[src/rtl/recirc_rr_arbiter_if.sv]
// Lane-FIFO side bundle of the recirculation arbiter: FIFO status/heads in, pops and forwarded byte out.
// master = arbiter, slave = lane FIFOs / downstream mux environment.
interface recirc_rr_arbiter_if #(
  parameter int DATA_WIDTH = 8,
  parameter int TH_WIDTH   = 3
);
  logic                  init;
  logic [TH_WIDTH-1:0]   umbral_alto_in;
  logic [TH_WIDTH-1:0]   umbral_bajo_in;
  logic [3:0]            fifo_empty;
  logic [DATA_WIDTH-1:0] fifo_data0;
  logic [DATA_WIDTH-1:0] fifo_data1;
  logic [DATA_WIDTH-1:0] fifo_data2;
  logic [DATA_WIDTH-1:0] fifo_data3;
  logic                  down_almost_full;
  logic                  error_in;
  logic [3:0]            pop;
  logic [1:0]            selector;
  logic [DATA_WIDTH-1:0] data_out;
  logic                  valid_out;
  logic [TH_WIDTH-1:0]   umbral_alto;
  logic [TH_WIDTH-1:0]   umbral_bajo;
  logic [2:0]            estado;
  logic                  idle;
  logic                  error_out;

  modport master (
    input  init, umbral_alto_in, umbral_bajo_in, fifo_empty,
           fifo_data0, fifo_data1, fifo_data2, fifo_data3,
           down_almost_full, error_in,
    output pop, selector, data_out, valid_out, umbral_alto, umbral_bajo,
           estado, idle, error_out
  );

  modport slave (
    output init, umbral_alto_in, umbral_bajo_in, fifo_empty,
           fifo_data0, fifo_data1, fifo_data2, fifo_data3,
           down_almost_full, error_in,
    input  pop, selector, data_out, valid_out, umbral_alto, umbral_bajo,
           estado, idle, error_out
  );
endinterface

[src/rtl/recirc_rr_arbiter.sv]
// Round-robin 4-lane pop scheduler for the recirculation mux; pop is same-cycle, data/valid/selector 1 cycle later.
// down_almost_full blocks pop combinationally; any FIFO fault parks the block in a sticky ERROR state.
module recirc_rr_arbiter #(
  parameter int DATA_WIDTH = 8,
  parameter int TH_WIDTH   = 3
) (
  input  logic               clk,
  input  logic               reset_L,
  recirc_rr_arbiter_if.master bus
);

  typedef enum logic [2:0] {
    ST_RESET  = 3'd0,
    ST_INIT   = 3'd1,
    ST_IDLE   = 3'd2,
    ST_ACTIVE = 3'd3,
    ST_ERROR  = 3'd4
  } state_t;

  state_t                state_q, state_d;
  logic [1:0]            ptr_q, ptr_d;
  logic [1:0]            sel_q, sel_d;
  logic [DATA_WIDTH-1:0] data_q, data_d;
  logic                  valid_q, valid_d;
  logic [TH_WIDTH-1:0]   alto_q, alto_d;
  logic [TH_WIDTH-1:0]   bajo_q, bajo_d;
  logic                  idle_q, idle_d;
  logic                  err_q, err_d;

  logic                  grant_en;
  logic                  grant_vld;
  logic [1:0]            grant_idx;
  logic [DATA_WIDTH-1:0] grant_dat;
  logic [3:0]            pop;

  assign grant_en = (state_q == ST_ACTIVE) && !bus.down_almost_full &&
                    !bus.init && !bus.error_in;

  // First non-empty lane at or after ptr; a lane empty this cycle is never popped.
  always_comb begin
    logic [1:0] cand;
    grant_vld = 1'b0;
    grant_idx = ptr_q;
    cand      = ptr_q;
    for (int k = 0; k < 4; k++) begin
      cand = ptr_q + 2'(k);
      if (grant_en && !grant_vld && !bus.fifo_empty[cand]) begin
        grant_vld = 1'b1;
        grant_idx = cand;
      end
    end
  end

  always_comb begin
    case (grant_idx)
      2'd0:    grant_dat = bus.fifo_data0;
      2'd1:    grant_dat = bus.fifo_data1;
      2'd2:    grant_dat = bus.fifo_data2;
      default: grant_dat = bus.fifo_data3;
    endcase
  end

  assign pop = grant_vld ? (4'b0001 << grant_idx) : 4'b0000;

  always_comb begin
    state_d = state_q;
    ptr_d   = ptr_q;
    sel_d   = sel_q;
    data_d  = data_q;
    valid_d = grant_vld;
    alto_d  = alto_q;
    bajo_d  = bajo_q;

    if (grant_vld) begin
      sel_d  = grant_idx;
      data_d = grant_dat;
      ptr_d  = grant_idx + 2'd1;
    end

    if (state_q == ST_INIT) begin
      alto_d = bus.umbral_alto_in;
      bajo_d = bus.umbral_bajo_in;
    end

    // Fault beats re-init, re-init beats the normal flow; RESET ignores both.
    case (state_q)
      ST_RESET: state_d = ST_INIT;
      ST_ERROR: state_d = ST_ERROR;
      default: begin
        if (bus.error_in) begin
          state_d = ST_ERROR;
        end else if (bus.init) begin
          state_d = ST_INIT;
        end else begin
          case (state_q)
            ST_INIT:   state_d = ST_IDLE;
            ST_IDLE:   state_d = (bus.fifo_empty != 4'b1111) ? ST_ACTIVE : ST_IDLE;
            ST_ACTIVE: state_d = (bus.fifo_empty == 4'b1111) ? ST_IDLE : ST_ACTIVE;
            default:   state_d = ST_ERROR;
          endcase
        end
      end
    endcase

    idle_d = (state_d == ST_IDLE);
    err_d  = (state_d == ST_ERROR);
  end

  always_ff @(posedge clk or negedge reset_L) begin
    if (!reset_L) begin
      state_q <= ST_RESET;
      ptr_q   <= 2'd0;
      sel_q   <= 2'd0;
      data_q  <= '0;
      valid_q <= 1'b0;
      alto_q  <= '0;
      bajo_q  <= '0;
      idle_q  <= 1'b0;
      err_q   <= 1'b0;
    end else begin
      state_q <= state_d;
      ptr_q   <= ptr_d;
      sel_q   <= sel_d;
      data_q  <= data_d;
      valid_q <= valid_d;
      alto_q  <= alto_d;
      bajo_q  <= bajo_d;
      idle_q  <= idle_d;
      err_q   <= err_d;
    end
  end

  assign bus.pop         = pop;
  assign bus.selector    = sel_q;
  assign bus.data_out    = data_q;
  assign bus.valid_out   = valid_q;
  assign bus.umbral_alto = alto_q;
  assign bus.umbral_bajo = bajo_q;
  assign bus.estado      = state_q;
  assign bus.idle        = idle_q;
  assign bus.error_out   = err_q;

endmodule

[src/flat_wrapper.sv]
// flat-port wrapper written by rule: the top's interface ports become plain ports
module recirc_rr_arbiter_flat 
#(
  parameter int DATA_WIDTH = 8,
  parameter int TH_WIDTH   = 3
)
  (clk, reset_L, bus_init, bus_umbral_alto_in, bus_umbral_bajo_in, bus_fifo_empty, bus_fifo_data0, bus_fifo_data1, bus_fifo_data2, bus_fifo_data3, bus_down_almost_full, bus_error_in, bus_pop, bus_selector, bus_data_out, bus_valid_out, bus_umbral_alto, bus_umbral_bajo, bus_estado, bus_idle, bus_error_out);
  recirc_rr_arbiter_if #(.DATA_WIDTH(DATA_WIDTH), .TH_WIDTH(TH_WIDTH)) bus_i ();
  input  logic clk;
  input  logic reset_L;
  input wire logic [$bits(bus_i.init)-1:0] bus_init;
  input wire logic [$bits(bus_i.umbral_alto_in)-1:0] bus_umbral_alto_in;
  input wire logic [$bits(bus_i.umbral_bajo_in)-1:0] bus_umbral_bajo_in;
  input wire logic [$bits(bus_i.fifo_empty)-1:0] bus_fifo_empty;
  input wire logic [$bits(bus_i.fifo_data0)-1:0] bus_fifo_data0;
  input wire logic [$bits(bus_i.fifo_data1)-1:0] bus_fifo_data1;
  input wire logic [$bits(bus_i.fifo_data2)-1:0] bus_fifo_data2;
  input wire logic [$bits(bus_i.fifo_data3)-1:0] bus_fifo_data3;
  input wire logic [$bits(bus_i.down_almost_full)-1:0] bus_down_almost_full;
  input wire logic [$bits(bus_i.error_in)-1:0] bus_error_in;
  output wire logic [$bits(bus_i.pop)-1:0] bus_pop;
  output wire logic [$bits(bus_i.selector)-1:0] bus_selector;
  output wire logic [$bits(bus_i.data_out)-1:0] bus_data_out;
  output wire logic [$bits(bus_i.valid_out)-1:0] bus_valid_out;
  output wire logic [$bits(bus_i.umbral_alto)-1:0] bus_umbral_alto;
  output wire logic [$bits(bus_i.umbral_bajo)-1:0] bus_umbral_bajo;
  output wire logic [$bits(bus_i.estado)-1:0] bus_estado;
  output wire logic [$bits(bus_i.idle)-1:0] bus_idle;
  output wire logic [$bits(bus_i.error_out)-1:0] bus_error_out;
  assign bus_i.init = bus_init;
  assign bus_i.umbral_alto_in = bus_umbral_alto_in;
  assign bus_i.umbral_bajo_in = bus_umbral_bajo_in;
  assign bus_i.fifo_empty = bus_fifo_empty;
  assign bus_i.fifo_data0 = bus_fifo_data0;
  assign bus_i.fifo_data1 = bus_fifo_data1;
  assign bus_i.fifo_data2 = bus_fifo_data2;
  assign bus_i.fifo_data3 = bus_fifo_data3;
  assign bus_i.down_almost_full = bus_down_almost_full;
  assign bus_i.error_in = bus_error_in;
  assign bus_pop = bus_i.pop;
  assign bus_selector = bus_i.selector;
  assign bus_data_out = bus_i.data_out;
  assign bus_valid_out = bus_i.valid_out;
  assign bus_umbral_alto = bus_i.umbral_alto;
  assign bus_umbral_bajo = bus_i.umbral_bajo;
  assign bus_estado = bus_i.estado;
  assign bus_idle = bus_i.idle;
  assign bus_error_out = bus_i.error_out;
  recirc_rr_arbiter #(.DATA_WIDTH(DATA_WIDTH), .TH_WIDTH(TH_WIDTH)) u_core (.clk(clk), .reset_L(reset_L), .bus(bus_i));
endmodule
[config.mk]
export PLATFORM = sky130hd
export DESIGN_NAME = recirc_rr_arbiter_flat
export DESIGN_NICKNAME = d
export VERILOG_FILES = /design/src/rtl/recirc_rr_arbiter_if.sv /design/src/rtl/recirc_rr_arbiter.sv /design/src/flat_wrapper.sv
export SDC_FILE = /design/constraint.sdc
export NUM_CORES = 1
export LEC_CHECK = 0
export ABC_AREA = 1
export CORE_ASPECT_RATIO = 0.9
export CORE_UTILIZATION = 30
export CTS_CLUSTER_DIAMETER = 200
export DETAILED_ROUTE_END_ITERATION = 7
export PLACE_DENSITY = 0.6
export SETUP_SLACK_MARGIN = 0.5
export SLEW_MARGIN = 20
export SYNTH_ARGS = -nofsm -noshare
export SYNTH_HDL_FRONTEND = slang
export SYNTH_SLANG_ARGS = --single-unit
[constraint.sdc]
create_clock -name clk -period 3.4 [get_ports clk]
set_clock_uncertainty 0.1 [all_clocks]
set_input_delay 0.51 -clock clk [delete_from_list [all_inputs] [get_ports clk]]
set_output_delay 0.51 -clock clk [all_outputs]
set_load 0.01 [all_outputs]
==> results.py, run 1 <==
metrics = {
    "pwr": {
        "p_sw_share_pct": 29.5,
        "switchingPower_w": 0.000314,
        "pwr_density_cell_mw_per_mm2": 385,
        "p_comb_share_pct": 40.2,
        "vdd_drop_max_v": 0.000322,
        "p_leak_nw": 1.37,
        "p_total_w": 0.00106,
        "share_seq_of_total_power_pct": 36.3,
        "clockPowerShare_pct": 23.5,
        "intPower_w": 0.000749,
    },
    "logic_synthesis": {
        "syn-cell-area_mm2": 0.00167,
        "synth_cell_type_count": 29,
        "synth-xor-area-share_pct": 0,
        "syn_area_per_cell_um2": 7.56,
        "postSynthRegisterBits": 24,
        "synth_top_family_by_area": "simple AND/OR/NAND/NOR gates",
        "syn_nets": 271,
        "yosys.area_share.simple_pct": 38.0,
        "synth_enable_flop_cells": 0,
        "ys.flop_type": "dfrtp_1",
        "synthAdderAreaFrac_pct": 2.25,
        "syn_inst": 221,
        "synth_compound_area_share_pct": 8.23,
        "synthMuxAreaShare_pct": 4.04,
        "synth_area_leaders": "dfrtp_1, nand2_1, inv_1",
        "synth.yosys.seq_area_share_pct": 35.9,
        "yosys_warnings": 0,
        "netlist.area_leader.share_pct": 35.9,
        "yosysTopAreaCell": "dfrtp_1",
        "async_flop_share_pct": 100,
    },
    "routing": {
        "post_drt_wl_per_cell_um": 12.4,
        "drc": 0,
        "detailedRoute.firstPassIterationCount": 4,
        "wirelength_um": 4730,
        "antenna_left": 0,
        "drtIter0Drc": 71,
        "viasPerCell": 4.73,
        "vias": 1807,
    },
    "die": {
        "rows": 25,
        "die_area_mm2": 0.00588,
        "io_pins": 73,
        "start_util_pct": 31.4,
        "die_y_um": 72.8,
        "core_area_mm2": 0.00532,
        "fp.dieW_um": 80.7,
    },
    "timing": {
        "slew_viol_final": 0,
        "setup_violations": 0,
        "fin_crit_ns": 2.83,
        "setup_slack_ns": 0.575,
        "rsz0062_at_grt": "yes",
        "tightest_slew_ns": 0.552,
        "fin_setup_tns_ns": 0,
        "finalHoldViolations": 0,
        "slew_headroom_pct": 62.8,
        "fmax_ghz": 0.354,
        "holdWs_ns": 0.386,
        "period_share_pct": 83.1,
    },
    "critical_path": {
        "path_buf_inv": 5,
        "crit_path_end_kind": "output port",
        "cp_top_family": "simple AND/OR/NAND/NOR gates",
        "slowest_delay_ns": 0.46,
        "critPathMaxFanout": 6,
        "critical_path_arrival_ns": 2.22,
        "setup.worst_path.class": "register to output port",
        "start_kind": "register",
        "crit_path_frequent_cell": "nand2_2",
        "required_ns": 2.79,
        "slowest_stage": "dfrtp_2",
        "worstPathCellList": "buf_6 > nand2_2 > nand2_2 > nand2_1 > nand2_1 > nand2_2 > nand2_2 > nand4_1 > buf_4 > nand2_4 > nand2_4 > nand2_4 > inv_4 > ha_4 > nand2_2 > inv_2 > buf_6",
    },
    "cells_and_area": {
        "diodes": 0,
        "drive_above_1_share_pct": 29.5,
        "syn_to_final_growth_pct": 65.0,
        "fin_cells": 382,
        "fin_nets": 366,
    },
    "placed_design": {
        "hpwl_um": 3470,
        "gp_congestion": 0.808,
        "dp.cells": 365,
        "numPortBuffers": 72,
        "post-place-ws_ns": -0.0385,
    },
    "job": {
        "maxCapViolations": 0,
    },
    "worst_hold_path": {
        "hold_class": "register to register",
    },
    "cts": {
        "max-clock-path-buffers": 2,
        "cts.sinks": 24,
        "cts_made_buffers": 3,
        "cts_tree": "done",
        "insertion_delay_ns": 0.27,
        "ctsRootBufferMaster": "clkbuf_8",
        "cts-htree-levels": 1,
        "clk_pin_slew_ns": 0.09,
    },
    "global_route": {
        "grt_pass1_wl_um": 7180,
        "grt_max_degree": 25,
        "grt_remaining_overflow": 0,
        "grt_pass1_vias": 1603,
        "grt_antenna_before_repair": 0,
        "track_usage_pct": 15.6,
    },
    "outcome": {
        "status": "finished clean",
    },
}
-- path summary, 6_finish.rpt --
kind	from	to	slack [ns]	cells past startpoint
min in group asynchronous	reset_L	u_core.bus.selector[1]	0.50	2
setup reg to reg	u_core.ptr_q[0]	u_core.bus.data_out[4]	0.69	19
hold / removal	u_core.bus.data_out[7]	u_core.bus.data_out[7]	0.39	2
hold reg to reg	u_core.bus.data_out[7]	u_core.bus.data_out[7]	0.39	2
setup / recovery	u_core.ptr_q[0]	bus_pop[1]	0.57	17
max in group asynchronous	reset_L	u_core.ptr_q[0]	2.45	2
-- stage by stage --
| stage | utilization, % | instance area, um^2 |
|---|---|---|
| global route | 51.9 | 2760 |
| floorplan | - | 1670 |
| detailed placement | 47.1 | 2500 |
| finish | 51.9 | 2760 |
| global placement | 47.1 | 2500 |
| CTS | 49.0 | 2600 |
-- metal layers --
layer | share of wire [%] | GRT usage, %
met1 | 45 | 21.6
met2 | 46 | 25.6
met3 | 8.2 | 3.50
met4 | 0.51 | 1.79
met5 | 0 | 0
-- cells in the mapped netlist, types with 3 or more instances --
master,number
a221oi_1,8
buf_6,5
dfrtp_1,24
ha_1,3
inv_1,25
inv_2,3
mux2_2,6
nand2_1,77
nand2_2,10
nand2_4,4
nand3_1,9
nand3_2,3
nand4_1,10
nor2_1,8
o21ai_0,10
-- state kept, by name, indices dropped and copies added (netlist names) --
register	flops
u_core.bus.valid_out	1
u_core.bus.estado	3
u_core.bus.data_out	8
u_core.bus.umbral_bajo	3
u_core.ptr_q	2
u_core.bus.umbral_alto	3
u_core.bus.idle	1
u_core.bus.selector	2
u_core.bus.error_out	1
-- what timing repair did --
action                                  4_1_cts  5_1_grt
setup buffers                                 4        7
resized for setup                            23       38
cloned                                        0        2
hold buffers                                  0        0
pin swaps                                     5       14
endpoints found under the setup margin        6       12
-- placed cells by master, fill, tap and decap left out, types with 5 or more instances in the layout --
master,count
clkdlybuf4s50_1,61
nand2_2,20
buf_4,23
mux2_2,6
inv_1,21
nand2_4,6
nand4_1,10
nor2_1,5
nand3_1,8
o21ai_0,10
a221oi_1,8
dlygate4sd2_1,5
nand2_1,65
dfrtp_1,22
inv_2,5
-- layout make-up --
| type | count | area [um^2] |
|---|---|---|
| fillers | 521 | 2560 |
| repair buffers | 98 | 910 |
| flip-flops and latches | 24 | 603 |
| repair inverters | 1 | 5.00 |
| multi-input cells | 159 | 963 |
| clock buffers | 3 | 41.3 |
| inverters | 29 | 121 |
| well taps | 67 | 83.8 |
| clock inverters | 1 | 30.0 |
-- power by group through the flow --
stage          sequential, W  clock [W]  combinational [W]
2_1_floorplan       0.000415          0           0.000163
3_3_place_gp        0.000388          0           0.000401
6_report            0.000386   0.000249           0.000427
4_1_cts             0.000385   0.000258           0.000406
3_5_place_dp        0.000391          0           0.000405
5_1_grt             0.000395   0.000269           0.000467
-- cells by family after synthesis --
logic type,count (synthesis)
AO/OA/AOI/OAI,21
adder cells (fa/ha/maj),3
buffers and inverters,38
flip-flops,24
multiplexers,6
AND/OR/NAND/NOR,129
-- worst reg2reg max path, stage by stage (launching register included) --
cell and delay, ns:
dfrtp_2 0.46, buf_6 0.18, nand2_2 0.06, nand2_2 0.09, nand2_1 0.06, nand2_1 0.07, nand2_2 0.07, nand2_2 0.08
nand4_1 0.11, buf_4 0.17, nand2_4 0.05, nand2_4 0.05, nand2_4 0.11, inv_4 0.04, ha_4 0.15, buf_4 0.16
a221oi_1 0.34, nand2_1 0.15, nand2_1 0.08, nand2_1 0.04
No activity file was read; power rests on OpenSTA's default activity.
==> run 2, diff against run 1 <==
Settings changed: PLACE_DENSITY 0.6 to 0.63.
Clock period 3.4 ns to 2.47 ns, I/O delays scaled along.
==> run 2 against run 1 <==
The run now ends with setup timing left. Sequential power grew 35%. Sequential cell count did not move. Setup slack lost 0.73 ns. Non-clock buffer count rose by 33. Die area did not move. Count of clock-buffer cells in the layout is 1 higher. Register-to-register slack lost 0.78 ns. Global-route usage increased by 1.8 points.
==> results.py, run 2 (synthesized netlist as in run 1, its figures left out) <==
metrics = {
    "outcome": {
        "status": "complete, but fails checks",
        "violations": "setup timing",
    },
    "timing": {
        "period_share_pct": 106,
        "rsz0062_at_grt": "yes",
        "fmax_ghz": 0.381,
        "finalHoldViolations": 0,
        "slew_headroom_pct": 62.3,
        "tightest_slew_ns": 0.560,
        "setup_slack_ns": -0.157,
        "fin_crit_ns": 2.63,
        "setup_violations": 12,
        "slew_viol_final": 0,
    },
    "pwr": {
        "switchingPower_w": 0.000461,
        "p_leak_nw": 1.59,
        "pwr_density_cell_mw_per_mm2": 465,
        "share_seq_of_total_power_pct": 35.1,
        "intPower_w": 0.00103,
        "p_comb_share_pct": 47.1,
        "clockPowerShare_pct": 17.8,
        "p_sw_share_pct": 31.0,
        "vdd_drop_max_v": 0.000390,
    },
    "cts": {
        "cts_made_buffers": 3,
        "insertion_delay_ns": 0.26,
        "ctsRootBufferMaster": "clkbuf_8",
        "hold_buffers": 0,
        "max-clock-path-buffers": 2,
        "cts-htree-levels": 1,
        "cts_tree": "done",
        "cts.sinks": 24,
        "clk_pin_slew_ns": 0.09,
    },
    "cells_and_area": {
        "syn_to_final_growth_pct": 91.2,
        "fin_nets": 398,
        "finalInstanceArea_mm2": 0.00320,
        "final_util_pct": 60.1,
        "mostFrequentLayoutCells": "clkdlybuf4s50_1, nand2_1, buf_4",
        "diodes": 0,
        "largest_register_ffs": 8,
        "drive_above_1_share_pct": 42.1,
        "final_common_cell": "clkdlybuf4s50_1",
    },
    "placed_design": {
        "gp_congestion": 0.772,
        "post-place-ws_ns": -0.773,
        "hpwl_um": 3780,
        "dpl_cell_area_mm2": 0.00275,
        "numPortBuffers": 72,
    },
    "routing": {
        "post_drt_wl_per_cell_um": 13.0,
        "detailedRoute.firstPassIterationCount": 5,
        "vias": 1922,
        "wirelength_um": 5370,
        "antenna_left": 0,
        "drtIter0Drc": 97,
        "viasPerCell": 4.64,
        "drc": 0,
    },
    "critical_path": {
        "critical_path_arrival_ns": 2.16,
        "critPathMaxFanout": 5,
        "endpoint": "bus_pop[1]",
        "r2r_slack_ns": -0.09,
        "startpoint": "bus_down_almost_full",
        "crit_path_frequent_cell": "inv_2",
        "setup.worst_path.class": "input port to output port",
        "r2r_end": "u_core.bus.data_out[4]",
        "slowest_delay_ns": 0.40,
        "rr_startpoint": "u_core.ptr_q[0]",
        "start_kind": "input port",
        "slowest_stage": "clkdlybuf4s50_1",
        "required_ns": 2.00,
        "worstPathCellList": "clkdlybuf4s50_1 > nor2_1 > nand3_2 > inv_2 > buf_4 > nand3_1 > nand2_1 > nand2_1 > inv_2 > nand2_2 > nand2_4 > inv_4 > ha_4 > nand2_2 > inv_2 > buf_6",
        "worstRegToRegCells": 18,
        "crit_path_end_kind": "output port",
    },
    "global_route": {
        "grt.met3_usage_pct": 2.75,
        "grt_use_met2_pct": 30.4,
        "grt_busiest_layer": "met2",
        "grt_remaining_overflow": 0,
        "grtUsageMet1_pct": 22.5,
        "grt_antenna_before_repair": 0,
        "track_usage_pct": 17.4,
        "grt_max_degree": 25,
        "grt_pass1_vias": 1864,
        "grt_pass1_wl_um": 7970,
    },
    "die": {
        "io_pins": 73,
        "start_util_pct": 31.4,
        "rows": 25,
        "die_area_mm2": 0.00588,
        "core_area_mm2": 0.00532,
        "die_y_um": 72.8,
        "fp.dieW_um": 80.7,
    },
    "worst_hold_path": {
        "hold_class": "input port to async pin",
    },
    "job": {
        "maxCapViolations": 0,
    },
}
==> run 2: changes by cell type in the layout (fill, tap and decap cells not counted), moves of 6 or more <==
| cell | before | now |
|---|---|---|
| nand2_1 | 65 | 56 |
| buf_4 | 23 | 49 |
| a221oi_1 | 8 | 0 |
| nand2_4 | 6 | 12 |
| buf_6 | 4 | 13 |
| a221oi_2 | 0 | 7 |
==> run 2: repair_timing <==
action / in CTS / in global routing
setup buffers: 13 / 6
resized for setup: 58 / 32
endpoints found under the setup margin: 17 / 17
hold endpoints to repair: 0 / 0
cloned: 1 / 1
pin swaps: 20 / 25
==> run 2: cell type report <==
type	instances	area [um^2]
fillers	471	2120
repair buffers	131	1210
multi-input cells	159	1130
flip-flops and latches	24	602
inverters	29	121
well taps	67	83.8
clock buffers	4	55.1
==> run 2: worst min-delay path by stage <==
stage                                start                      to  slack (ns)  cells past startpoint
floorplan                          reset_L  u_core.bus.data_out[0]       -0.03                      0
global placement    u_core.bus.data_out[7]  u_core.bus.data_out[7]        0.36                      2
detailed placement  u_core.bus.data_out[7]  u_core.bus.data_out[7]        0.37                      2
CTS                                reset_L         u_core.bus.idle        0.37                      2
global route                       reset_L         u_core.bus.idle        0.38                      2
finish                             reset_L    u_core.bus.estado[1]        0.37                      2
==> run 2: through the flow <==
step                hold slack, ns  setup TNS (ns)  power [W]  cells
floorplan                  -0.0251               0   0.000819    221
global placement             0.365           -8.00    0.00114    389
detailed placement           0.369           -8.62    0.00116    389
CTS                          0.375          -0.426    0.00147    407
global route                 0.384           -2.50    0.00158    414
finish                       0.375          -0.797    0.00149    414
==> run 2: routing by layer <==
layer  vias up  wire (um)
met2        71       2620
met4         0         57
met1       875       2390
li1        966          -
met3        10        302
met5         -          0
==> run 2: power groups by stage <==
stage                     Combinational, W  Sequential, W  Clock (W)
after floorplan                   0.000247       0.000572          0
after global placement            0.000620       0.000524          0
after detailed placement          0.000627       0.000530          0
after CTS                         0.000669       0.000523   0.000274
after global routing              0.000757       0.000533   0.000292
final                             0.000700       0.000522   0.000264
==> run 2: critical path: cells and delay by family <==
kind / cells / cell delay, ns
adders and majority gates: 1 / 0.16
buffers and inverters: 7 / 0.90
and+or+nand+nor: 8 / 0.71
